===== src/rtl/gmii_rx_framer_pkg.sv =====
// gmii_rx_framer_pkg: shared framing constants, CRC constants and state encoding
package gmii_rx_framer_pkg;
  localparam logic [7:0] PRE_BYTE = 8'h55;
  localparam logic [7:0] SFD_BYTE = 8'hD5;
  localparam logic [31:0] CRC_INIT = 32'hFFFF_FFFF;
  localparam logic [31:0] CRC_POLY = 32'hEDB8_8320;
  localparam logic [31:0] CRC_RESIDUE = 32'hDEBB_20E3;
  typedef enum logic [1:0] {IDLE, PREAMBLE, DATA, DROP} state_t;
endpackage


===== src/rtl/eth_crc32_d8.sv =====
// eth_crc32_d8: combinational reflected CRC-32 update by one byte, LSB first
module eth_crc32_d8
  import gmii_rx_framer_pkg::*;
(
  input  logic [31:0] crc,
  input  logic [7:0]  d,
  output logic [31:0] nxt
);
  always_comb begin
    nxt = crc;
    for (int i = 0; i < 8; i++) nxt = (nxt >> 1) ^ ((nxt[0] ^ d[i]) ? CRC_POLY : 32'h0);
  end
endmodule


===== src/rtl/gmii_rx_framer.sv =====
// gmii_rx_framer: GMII receive framer with SFD detection, FCS strip/check and frame statistics
module gmii_rx_framer
  import gmii_rx_framer_pkg::*;
#(
  parameter int MIN_LEN = 60,
  parameter int MAX_LEN = 1514
) (
  input  logic        gmii_rx_clk,
  input  logic        gmii_rx_rst_n,
  input  logic [7:0]  gmii_rxd,
  input  logic        gmii_rx_dv,
  input  logic        gmii_rx_er,
  output logic [7:0]  rx_data,
  output logic        rx_valid,
  output logic        rx_sof,
  output logic        rx_eof,
  output logic        rx_good,
  output logic [3:0]  rx_status,
  output logic [10:0] rx_len,
  output logic [15:0] good_count,
  output logic [15:0] bad_count
);
  localparam logic [11:0] MIN_L = 12'(MIN_LEN);
  localparam logic [11:0] MAX_L = 12'(MAX_LEN);
  state_t state;
  logic armed, err, short_f, runt, giant, crc_bad;
  logic [11:0] cnt, len;
  logic [31:0] crc, crc_nxt;
  logic [3:0][7:0] sr;
  eth_crc32_d8 u_crc (.crc(crc), .d(gmii_rxd), .nxt(crc_nxt));
  always_comb begin
    short_f = cnt < 12'd4;
    len = short_f ? 12'd0 : cnt - 12'd4;
    runt = short_f || len < MIN_L;
    giant = len > MAX_L;
    crc_bad = short_f || crc != CRC_RESIDUE;
  end
  always_ff @(posedge gmii_rx_clk or negedge gmii_rx_rst_n) begin
    if (!gmii_rx_rst_n) begin
      state <= IDLE;
      armed <= 1'b0;
      err <= 1'b0;
      cnt <= '0;
      crc <= '0;
      sr <= '0;
      rx_data <= '0;
      rx_valid <= 1'b0;
      rx_sof <= 1'b0;
      rx_eof <= 1'b0;
      rx_good <= 1'b0;
      rx_status <= '0;
      rx_len <= '0;
      good_count <= '0;
      bad_count <= '0;
    end else begin
      armed <= 1'b1;
      rx_valid <= 1'b0;
      rx_sof <= 1'b0;
      rx_eof <= 1'b0;
      if (state != DATA) begin
        cnt <= '0;
        crc <= CRC_INIT;
        err <= 1'b0;
      end
      case (state)
        IDLE: if (gmii_rx_dv) state <= !armed ? DROP : gmii_rxd == PRE_BYTE ? PREAMBLE : gmii_rxd == SFD_BYTE ? DATA : DROP;
        PREAMBLE: state <= !gmii_rx_dv ? IDLE : gmii_rxd == PRE_BYTE ? PREAMBLE : gmii_rxd == SFD_BYTE ? DATA : DROP;
        DATA:
          if (gmii_rx_dv) begin
            sr <= {sr[2:0], gmii_rxd};
            crc <= crc_nxt;
            cnt <= cnt + 12'(cnt != 12'hFFF);
            err <= err | gmii_rx_er;
            rx_data <= sr[3];
            rx_valid <= !short_f;
            rx_sof <= cnt == 12'd4;
          end else begin
            state <= IDLE;
            rx_eof <= 1'b1;
            rx_status <= {err, crc_bad, runt, giant};
            rx_good <= !(err | crc_bad | runt | giant);
            rx_len <= len > 12'd2047 ? 11'h7FF : len[10:0];
            good_count <= good_count + 16'(!(err | crc_bad | runt | giant));
            bad_count <= bad_count + 16'(err | crc_bad | runt | giant);
          end
        DROP: if (!gmii_rx_dv) state <= IDLE;
        default: state <= IDLE;
      endcase
    end
  end
endmodule

===== config.mk =====
export PLATFORM = sky130hd
export DESIGN_NAME = gmii_rx_framer
export DESIGN_NICKNAME = d
export VERILOG_FILES = /design/src/rtl/gmii_rx_framer_pkg.sv /design/src/rtl/eth_crc32_d8.sv /design/src/rtl/gmii_rx_framer.sv
export SDC_FILE = /design/constraint.sdc
export NUM_CORES = 1
export LEC_CHECK = 0
export ABC_CLOCK_PERIOD_IN_PS = 3330
export BUFFER_PORTS_ARGS = -buffer_cell sky130_fd_sc_hd__buf_2
export CORE_ASPECT_RATIO = 1.4
export CORE_MARGIN = 10
export CORE_UTILIZATION = 53
export DETAILED_ROUTE_END_ITERATION = 16
export GPL_TIMING_DRIVEN = 0
export PLACE_DENSITY = 0.81
export SYNTH_ARGS = -nofsm -noshare
export SYNTH_HDL_FRONTEND = slang
export SYNTH_SLANG_ARGS = --single-unit

===== constraint.sdc =====
create_clock -name gmii_rx_clk -period 3.33 [get_ports gmii_rx_clk]
set_clock_uncertainty 0.1 [all_clocks]
set_input_delay 0.666 -clock gmii_rx_clk [delete_from_list [all_inputs] [get_ports gmii_rx_clk]]
set_output_delay 0.666 -clock gmii_rx_clk [all_outputs]
set_load 0.02 [all_outputs]

# Yosys cells after proc, flatten, opt, wreduce, memory -nomap -nowiden
# Cells that the tools add are included.
[word_totals]
register_bits = 139
in_bits = 12
output_inout_bits = 59
[classes]
n_addsub = 4
magnitude_cmp = 4
n_eq_ne = 11
n_mux = 32
n_bitwise = 24
reduce_logical = 9
[op_table]
columns = ["cell", "n"]
rows = [
  ["two-way mux 32 bit", 11],
  ["bitwise XOR 31 x 32 -> 32 bit", 8],
  ["two-way mux 12 bit", 4],
  ["adder 16 x 1 -> 16 bit", 2],
  ["!= test 32 bit, second input constant", 1],
  ["greater-than comparator 12 x 11 -> 1 bit, second input constant", 2],
  ["adder 12 x 1 -> 12 bit", 1],
  ["equality test 12 x 3 -> 1 bit, second input constant", 1],
  ["< comparator 12 x 3 -> 1 bit, second input constant", 1],
  ["< comparator 12 x 6 -> 1 bit, second input constant", 1],
  ["!= test 12 bit, second input constant", 1],
  ["subtractor 12 x 3 -> 12 bit, second input constant", 1],
  ["two-way mux 11 bit", 1],
  ["two-way mux 1 bit", 10],
  ["two-way mux 2 bit", 5],
  ["equality test 8 x 7 -> 1 bit, second input constant", 1],
  ["equality test 8 bit, second input constant", 1],
  ["bitwise XOR 1 bit", 8],
  ["OR 1 bit", 7],
  ["!= test 2 bit, second input constant", 3],
  ["one-hot mux 2 bit (3 select lines)", 1],
  ["AND reduction 2 bit", 3],
  ["equality test 2 bit, second input constant", 2],
  ["equality test 2 x 1 -> 1 bit, second input constant", 1],
  ["other kinds (5)", 7],
]

# Longest topological paths before layout
# Gate-level depths: netlist of the first run.
[depth]
ltp_word = 26
mapped_depth = 16
ltp_nobuf = 14

# Hierarchy
# From an unflattened synthesis of the first run, not the netlist that was laid out.
[unflattened]
cells_unflattened = 628
area_unflattened_um2 = 7257.0
[by_module_without_submodules]
columns = ["mod", "instances", "cells_per_inst", "area_each_um2", "seq_area_each_um2"]
rows = [
  ["gmii_rx_framer", 1, 560, 6266.0, 3478.3],
  ["eth_crc32_d8", 1, 68, 991.0, 0.0],
]

# Worst setup path before layout of the first run
# OpenSTA, ideal clock, no wires.
[synth_timing]
kind = "register -> register"
from = "register cnt[2]"
to = "register good_count[15]"
setup_ps = 79
arrival_time_ps = 3200
slack_ps = -49
path_stages_with_launch = 16
n_path_buf = 1
path_cell_list = "dfrtp_1 inv_1 ha_1 or3b_1 clkbuf_1 o2111a_1 a211oi_1 nor2_1 a31oi_1 and3_1 ha_1 nand3_1 nor2_1 nand3_1 nor3_1 xor2_1"
[synth_via]
elab_chain_cells = 8
[synth_lines]
columns = ["item", "line", "text"]
rows = [
  ["start, declared", "gmii_rx_framer.sv:27", "logic [11:0] cnt, len;"],
  ["start signal, assigned", "gmii_rx_framer.sv:72", "cnt <= cnt + 12'(cnt != 12'hFFF);"],
  ["subtractor 12 x 3 -> 12 bit or < comparator 12 x 3 -> 1 bit (tied branches)", "gmii_rx_framer.sv:33, gmii_rx_framer.sv:32", ""],
  ["two-way mux 12 bit", "gmii_rx_framer.sv:33", "len = short_f ? 12'd0 : cnt - 12'd4;"],
  ["< comparator 12 x 6 -> 1 bit", "gmii_rx_framer.sv:34", "runt = short_f || len < MIN_L;"],
  ["logical OR 1 bit", "gmii_rx_framer.sv:34", ""],
  ["OR 1 bit", "gmii_rx_framer.sv:83", "good_count <= good_count + 16'(!(err | crc_bad | runt | giant));"],
  ["OR 1 bit *", "gmii_rx_framer.sv:83", ""],
  ["logical NOT 1 bit *", "gmii_rx_framer.sv:83", ""],
  ["adder 16 x 1 -> 16 bit *", "gmii_rx_framer.sv:83", ""],
  ["end signal, assigned", "gmii_rx_framer.sv:83", ""],
  ["end, declared", "gmii_rx_framer.sv:20", "output logic [15:0] good_count,"],
]
# Every way passes the cells marked *; elsewhere a longest branch is shown, timed or not.
# A chain may end at the register's enable or synchronous reset.

# Worst setup path in the final report of the first run
# Ends and elaborated chain as after synthesis.

==> results of run 1 <==
==> how the worst max path moves through the flow <==
stage	to	slack, ns	cells past startpoint
floorplan	good_count[14]	0.01	16
finish	good_count[15]	0.09	14
CTS	good_count[14]	-0.0007	14
global route	bad_count[8]	0.001	13
global placement	good_count[14]	-0.53	16
detailed placement	good_count[14]	-0.61	16
==> power by group <==
| part | internal [mW] | switching [mW] | total [mW] |
|---|---|---|---|
| sequential | 2.00 | 0.247 | 2.24 |
| clock | 1.12 | 0.741 | 1.87 |
| combinational | 0.811 | 0.856 | 1.67 |
==> registers in the layout, summed over array words and instances, names as in the netlist, 2 cells and up <==
register,count
crc,32
sr,32
bad_count,16
good_count,16
cnt,12
rx_len,11
rx_data,8
rx_status,4
state,2
==> worst max-delay path: stages, from the launching register on <==
cell      delay, ns
dfrtp_2        0.42
inv_4          0.10
ha_4           0.16
or3b_4         0.43
o2111a_1       0.26
a211oi_2       0.18
nor2_1         0.10
a31oi_4        0.20
and3_1         0.20
ha_2           0.21
nand3_2        0.11
nor2_4         0.17
nand3_4        0.13
nor3_4         0.20
xor2_1         0.18
==> cell usage in the layout, fill, tap and decap left out, types with 11 or more instances in the layout <==
cell type	instances
clkbuf_16	17
nor2_1	37
dfrtp_1	137
xnor2_1	73
buf_2	73
clkbuf_1	19
mux2_2	40
nand4_1	11
mux2i_1	11
nand3_1	15
nand2_1	107
xor2_1	25
o21ai_0	39
==> final cells by class <==
type,instances,area [um2],area share (%)
flip-flops and latches,139,3480,41.8
well taps,153,191,2.30
inverters,10,42.5,0.511
clock inverters,13,145,1.74
multi-input cells,473,3470,41.7
repair buffers,79,444,5.33
clock buffers,18,439,5.27
plain buffers,28,118,1.41
==> kinds of logic after synthesis <==
family / after synthesis / share of synthesized area, %
other: 1 / 0.0540
adders and majority gates: 9 / 1.62
muxes: 51 / 8.08
DFF: 139 / 50.1
buffers and inverters: 40 / 2.33
and+or+nand+nor: 229 / 15.4
AOI/OAI and AO/OA: 73 / 6.29
xor gates and xnor gates: 110 / 16.1
==> metal layers <==
layer | track usage, % | vias up | share of wire [%] | wire, um
li1 | - | 2411 | - | -
met1 | 21.0 | 2608 | 38 | 6410
met2 | 34.5 | 179 | 54 | 9170
met3 | 4.12 | 34 | 5.4 | 911
met4 | 8.15 | 0 | 2.5 | 423
met5 | 0 | - | 0 | 0
==> timing repair <==
item | 4_1_cts | 5_1_grt
setup endpoints to repair | 28 | 20
buffers inserted | 5 | 3
pin swaps | 2 | 5
resized for setup | 15 | 25
==> out/metrics.yaml, run 1 <==
run_status:
  outcome: "completed"
floorplanning:
  coreArea_um2: 12800
  die_w_um: 117
  initial_core_util_pct: 54.2
  dieArea_um2: 18100
  io_pins: 71
  dieHeight_um: 155
  placementRows: 49
final_layout:
  fin_util_pct: 65.0
  n_antenna_cell: 0
  nFillCells: 937
  layoutNonFillerInstCount: 913
  layout-area-overhead-vs-synth_pct: 20.1
  stdcell_area_um2: 8330
  layout.nets: 769
  drive_gt1_share_pct: 25.9
timing:
  rsz0062_at_grt: "false"
  tns_ns: 0
  slew_viol_final: 0
  hold_viol_final: 0
  worst_pin_slew_ns: 0.822
  setup_viol: 0
  period_minus_slack_ns: 3.24
  fmax_ghz: 0.309
  max-slew-margin-rel_pct: 45.2
  fin_crit_sh_pct: 97.3
  finalWorstSetupSlack_ns: 0.0915
  whs_ns: 0.0414
route:
  finalWirelength_um: 16900
  first_pass_iters: 5
  routedWlPerCell_um: 18.5
  vias: 5232
  drt_iter0_drc: 380
  drc_errors: 0
  ant_nets: 0
  viasPerCell: 5.73
logic_synthesis:
  netlist_area_um2: 6940
  synth_top_area_cell: "dfrtp_1"
  yosysSeqAreaShare_pct: 50.1
  avgSynthCellArea_um2: 10.6
  synthFlopType: "dfrtp_1"
  synth_area_leaders: "dfrtp_1 50%, xnor2_1 9.2%, mux2_2 6.5%"
  synth_nets: 673
  synth_common_cells: "139 x dfrtp_1, 107 x nand2_1, 73 x xnor2_1, 42 x nor2_1"
  netlist_instances: 652
  async_reset_ff_share_pct: 100
  synth_edf_count: 0
  yosys_warnings: 0
  synth_seq_cells: 139
  netlist.area_leader.share_pct: 50.1
  synth_cell_type_count: 54
  yosys.cell_count.top_type: "dfrtp_1"
place:
  placed_area_um2: 7520
  port_buffers: 70
  routabilityCongestion: 0.922
  pre_cts_slack_ns: -0.609
  dp.cells: 876
  post-dp-hpwl_um: 12000
critical_path:
  ff2ff_setup_slack_ns: 0.09
  cp-startpoint: "cnt[2]"
  rr_startpoint: "cnt[2]"
  rr_worst_depth: 14
  worst-setup-path-type: "flop to flop"
  worstPathArrival_ns: 3.48
  cp-end-kind: "flop"
  start_kind: "flop"
  r2r-end: "good_count[15]"
  cp_max_fo: 6
  worst_ep_required_time_ns: 3.57
clock_network:
  h-tree-depth: 4
  cts_made_buffers: 17
  cts_root_buf: "clkbuf_16"
  cts_max_path_buffers: 2
  cts_hold_buf: 0
  clk_latency_ns: 0.42
  cts_sinks: 139
  clk_pin_slew_ns: 0.06
  cts_tree: "done"
grt:
  grt_antenna_before_repair: 0
  grt_usage_pct: 19.2
  grt_pass1_wl_um: 27700
  grt_max_degree: 104
  grt_remaining_overflow: 0
  grt_pass1_vias: 5537
power:
  p_per_area_nw_per_um2: 693
  finalPower_mw: 5.78
  p_leak_nw: 3.70
  irDropWorstVdd_uv: 366
worst_hold_path:
  min_path_type: "primary input to asynchronous set/reset pin"
flow_run:
  max-cap-violations: 0
No activity file was read; power rests on OpenSTA's default activity.
==> run 2: changes to the inputs <==
Settings changed: ABC_CLOCK_PERIOD_IN_PS 3330 to 4100, CORE_UTILIZATION 53 to 60, PLACE_DENSITY 0.81 to 0.86.
Clock period 3.33 ns to 4.1 ns, I/O delays scaled along.
==> out/metrics.yaml, run 2 (synthesis results as in run 1) <==
run_status:
  outcome: "completed"
critical_path:
  rr_worst_depth: 15
  cp_max_fo: 9
  critPathBufInv: 2
  worst_ep_required_time_ns: 4.34
  rr_startpoint: "cnt[2]"
  ff2ff_setup_slack_ns: 0.27
  r2r-end: "good_count[14]"
  cp_top_family: "simple AND/OR/NAND/NOR gates"
  worstPathArrival_ns: 4.07
  cp_common_cell: "ha_1"
  cp-end-kind: "flop"
  path_cells: "inv_2 -> ha_1 -> or3b_1 -> clkbuf_1 -> o2111a_1 -> a211oi_1 -> nor2_1 -> a31oi_2 -> and3_1 -> ha_1 -> ha_1 -> and3_1 -> nand3_1 -> nor2_1 -> xnor2_1"
  cpMaxStageDelayCell: "dfrtp_1"
  worst-setup-path-type: "flop to flop"
  start_kind: "flop"
  cp_slowest_stage_delay_ns: 0.50
power:
  p_int_mw: 3.15
  seq_power_share_pct: 38.7
  p_leak_nw: 3.65
  finalPower_mw: 4.71
  p_clk_share_pct: 32.7
  p_sw_mw: 1.57
  irDropWorstVdd_uv: 431
  pwr-share-comb_pct: 28.7
  p_per_area_nw_per_um2: 581
  switching_share_pct: 33.3
final_layout:
  layoutNonFillerInstCount: 898
  final_common_cell: "dfrtp_1"
  nFillCells: 778
  drive_gt1_share_pct: 21.9
  layout-area-overhead-vs-synth_pct: 16.9
  n_antenna_cell: 0
  final_cell_mix: "139 x dfrtp_1, 107 x nand2_1, 73 x xnor2_1"
  layout.nets: 762
  stdcell_area_um2: 8120
  reg_top3: "crc (32), sr (32)"
  multi_input_area_um2: 3320
  final-seq-area_um2: 3480
route:
  ant_nets: 0
  drt_iter0_drc: 358
  routedWlPerCell_um: 18.7
  first_pass_iters: 5
  drc_errors: 0
  finalWirelength_um: 16800
  vias: 5256
  viasPerCell: 5.85
clock_network:
  cts_made_buffers: 17
  cts_hold_buf: 0
  clk_latency_ns: 0.42
  cts_sinks: 139
  cts_max_path_buffers: 2
  post_cts_buffers: 0
  h-tree-depth: 4
  cts_root_buf: "clkbuf_16"
  clk_pin_slew_ns: 0.07
  cts_tree: "done"
floorplanning:
  dieHeight_um: 147
  dieArea_um2: 16300
  placementRows: 46
  io_pins: 71
  die_w_um: 111
  coreArea_um2: 11300
  initial_core_util_pct: 61.2
place:
  post-dp-hpwl_um: 12000
  dp.cells: 867
  placed_area_um2: 7500
  routabilityCongestion: 0.933
  port_buffers: 70
timing:
  max-slew-margin-rel_pct: 44.2
  hold_viol_final: 0
  whs_ns: 0.217
  setup_viol: 0
  fmax_ghz: 0.261
  tns_ns: 0
  fin_crit_sh_pct: 93.4
  period_minus_slack_ns: 3.83
  slew_viol_final: 0
  worst_pin_slew_ns: 0.837
grt:
  grt_antenna_before_repair: 0
  grt_pass1_wl_um: 27900
  grt_pass1_vias: 5567
  grt_remaining_overflow: 0
  grt_max_degree: 96
  grt_usage_pct: 20.6
worst_hold_path:
  min_path_type: "primary input to asynchronous set/reset pin"
flow_run:
  max-cap-violations: 0
==> run 2: cell types whose count changed in the layout (fill, tap and decap cells not counted), sizes merged <==
| cell | change |
|---|---|
| clkinv | -3 |
| bufinv | -1 |
| clkinvlp | -1 |
| inv | +7 |
| buf | -8 |
==> run 2: worst max-delay path by stage <==
stage / startpoint / endpoint / depth (start not counted)
after detailed placement: cnt[2] / good_count[15] / 15
final: cnt[2] / good_count[14] / 15
after global placement: cnt[2] / good_count[15] / 15
after CTS: cnt[2] / good_count[15] / 15
after floorplan: cnt[2] / good_count[15] / 15
after global routing: cnt[2] / good_count[14] / 15
==> run 2: through the flow <==
stage	setup slack, ns	util [%]
after floorplan	0.721	-
after global placement	0.156	65.9
after detailed placement	0.0805	66.2
after CTS	0.000420	71.4
after global routing	-0.0146	71.6
final	0.271	71.6
==> run 2: cell type report <==
type                       count  area share (%)
multi-input combinational    473            40.9
inverter                      10           0.463
clock inverter                15            2.11
buffer                        29            1.48
sequential                   139            42.9
tap                          144            2.22
clock buffer                  17            5.24
timing repair buffer          71            4.73
==> run 2: metal layers <==
metal	global-route usage [%]	wire length, um
met1	22.7	6510
met2	37.3	8960
met3	4.12	867
met4	9.20	478
met5	0	0
==> run 2: power by group through the flow <==
stage | clock network (mW) | registers (mW) | logic [mW]
2_1_floorplan | 0 | 1.85 | 0.972
3_3_place_gp | 0 | 1.81 | 1.29
3_5_place_dp | 0 | 1.84 | 1.35
4_1_cts | 1.55 | 1.82 | 1.36
5_1_grt | 1.61 | 1.85 | 1.47
6_report | 1.54 | 1.82 | 1.35
==> run 2: what timing repair did <==
item | CTS | global route
gates resized for setup | 0 | 6
endpoints found under the hold margin | 0 | 0
setup endpoints to repair | 0 | 12
==> run 3: changes to the inputs <==
Settings changed: BUFFER_PORTS_ARGS -buffer_cell sky130_fd_sc_hd__buf_2 to -buffer_cell sky130_fd_sc_hd__buf_4.
==> out/metrics.yaml, run 3 (synthesis results as in run 1) <==
critical_path:
  cp_top_family: "simple AND/OR/NAND/NOR gates"
  cp-end-kind: "flop"
  r2r-end: "good_count[13]"
  rr_worst_depth: 15
  cpMaxStageDelayCell: "dfrtp_1"
  cp_slowest_stage_delay_ns: 0.47
  rr_startpoint: "cnt[3]"
  ff2ff_setup_slack_ns: 0.22
  path_cells: "inv_1 -> ha_2 -> or3b_1 -> clkbuf_1 -> o2111a_1 -> a211oi_2 -> nor2_1 -> a31oi_2 -> and3_1 -> ha_1 -> nand3_1 -> nor2_2 -> nand3_1 -> nor2_1 -> xor2_1"
  cp_max_fo: 8
  start_kind: "flop"
  worstPathArrival_ns: 4.11
  worst_ep_required_time_ns: 4.33
  critPathBufInv: 2
  worst-setup-path-type: "flop to flop"
grt:
  grt_usage_pct: 21.3
  grt_max_degree: 93
  grt_pass1_wl_um: 28400
  grt_pass1_vias: 5481
  grt_antenna_before_repair: 0
  grt_remaining_overflow: 0
place:
  port_buffers: 70
  pre_cts_slack_ns: 0.0513
  routabilityCongestion: 0.938
  post-dp-hpwl_um: 12000
  dp.cells: 867
timing:
  fin_crit_sh_pct: 94.6
  finalWorstSetupSlack_ns: 0.219
  slew_viol_final: 0
  setup_viol: 0
  hold_viol_final: 0
  fmax_ghz: 0.258
  max-slew-margin-rel_pct: 45.2
  tns_ns: 0
  worst_pin_slew_ns: 0.822
  period_minus_slack_ns: 3.88
clock_network:
  clk_latency_ns: 0.42
  cts_sinks: 139
  post_cts_buffers: 0
  h-tree-depth: 4
  cts_hold_buf: 0
  clk_pin_slew_ns: 0.06
  cts_made_buffers: 17
  cts_tree: "done"
  cts_max_path_buffers: 2
  cts_root_buf: "clkbuf_16"
run_status:
  outcome: "completed"
final_layout:
  final_common_cell: "dfrtp_1"
  final_cell_mix: "139 x dfrtp_1, 107 x nand2_1, 73 x xnor2_1"
  reg_top3: "crc (32), sr (32)"
  drive_gt1_share_pct: 22.1
  fin_util_pct: 73.2
  n_antenna_cell: 0
  layout-area-overhead-vs-synth_pct: 19.7
  layoutNonFillerInstCount: 899
  layout.nets: 763
floorplanning:
  placementRows: 46
  dieHeight_um: 147
  io_pins: 71
  die_w_um: 111
  dieArea_um2: 16300
  coreArea_um2: 11300
  initial_core_util_pct: 61.2
route:
  drc_errors: 0
  drt_iter0_drc: 290
  first_pass_iters: 5
  ant_nets: 0
  routedWlPerCell_um: 19.0
  finalWirelength_um: 17100
  viasPerCell: 5.88
  vias: 5290
power:
  irDropWorstVdd_uv: 436
  p_leak_nw: 3.67
  p_per_area_nw_per_um2: 575
worst_hold_path:
  min_path_type: "primary input to asynchronous set/reset pin"
flow_run:
  max-cap-violations: 0
==> run 3: cell types whose count changed in the layout (fill, tap and decap cells not counted), sizes merged <==
| cell | change |
|---|---|
| clkbuf | +3 |
| clkinvlp | +3 |
| inv | -3 |
| clkinv | -2 |
| buf | -1 |
| bufinv | +1 |
==> run 3: through the flow <==
| stage | hold slack, ns | total power [mW] | area (um2) |
|---|---|---|---|
| floorplan | 0.346 | 2.82 | 6940 |
| finish | 0.228 | 4.77 | 8300 |
| global route | 0.240 | 5.00 | 8300 |
| detailed placement | 0.362 | 3.21 | 7680 |
| global placement | 0.358 | 3.14 | 7640 |
| CTS | 0.234 | 4.79 | 8280 |
==> run 3: layout make-up <==
type | count | area, um2
fill | 753 | 3040
inverter | 10 | 37.5
timing repair buffer | 71 | 557
tap | 144 | 180
clock inverter | 14 | 159
buffer | 30 | 125
multi-input combinational | 473 | 3330
clock buffer | 18 | 439
sequential | 139 | 3480
==> run 3: power breakdown <==
part	internal (mW)	switching, mW
Sequential	1.62	0.206
Combinational	0.693	0.700
Clock	0.924	0.627
==> run 3: per-layer routing <==
layer	global-route usage [%]	part of all wire, %	up-vias
met5	0	0	-
met4	9.33	3.5	0
met1	23.3	38	2619
met3	5.18	5.7	56
met2	38.0	53	211
li1	-	-	2404
==> run 3: how the worst max path moves through the flow <==
stage,startpoint,to,slack [ns],depth (start not counted)
detailed placement,cnt[2],good_count[13],0.05,15
finish,cnt[3],good_count[13],0.22,15
global placement,cnt[2],good_count[15],0.17,15
global route,cnt[2],good_count[13],-0.02,15
floorplan,cnt[2],good_count[15],0.72,15
CTS,cnt[2],good_count[15],0.07,15
==> run 3: repair_timing <==
| item | 4_1_cts | 5_1_grt |
|---|---|---|
| gates cloned | 0 | 0 |
| hold endpoints to repair | 0 | 0 |
| pin swaps | 0 | 0 |
| endpoints found under the setup margin | 2 | 13 |
| resized for setup | 1 | 7 |
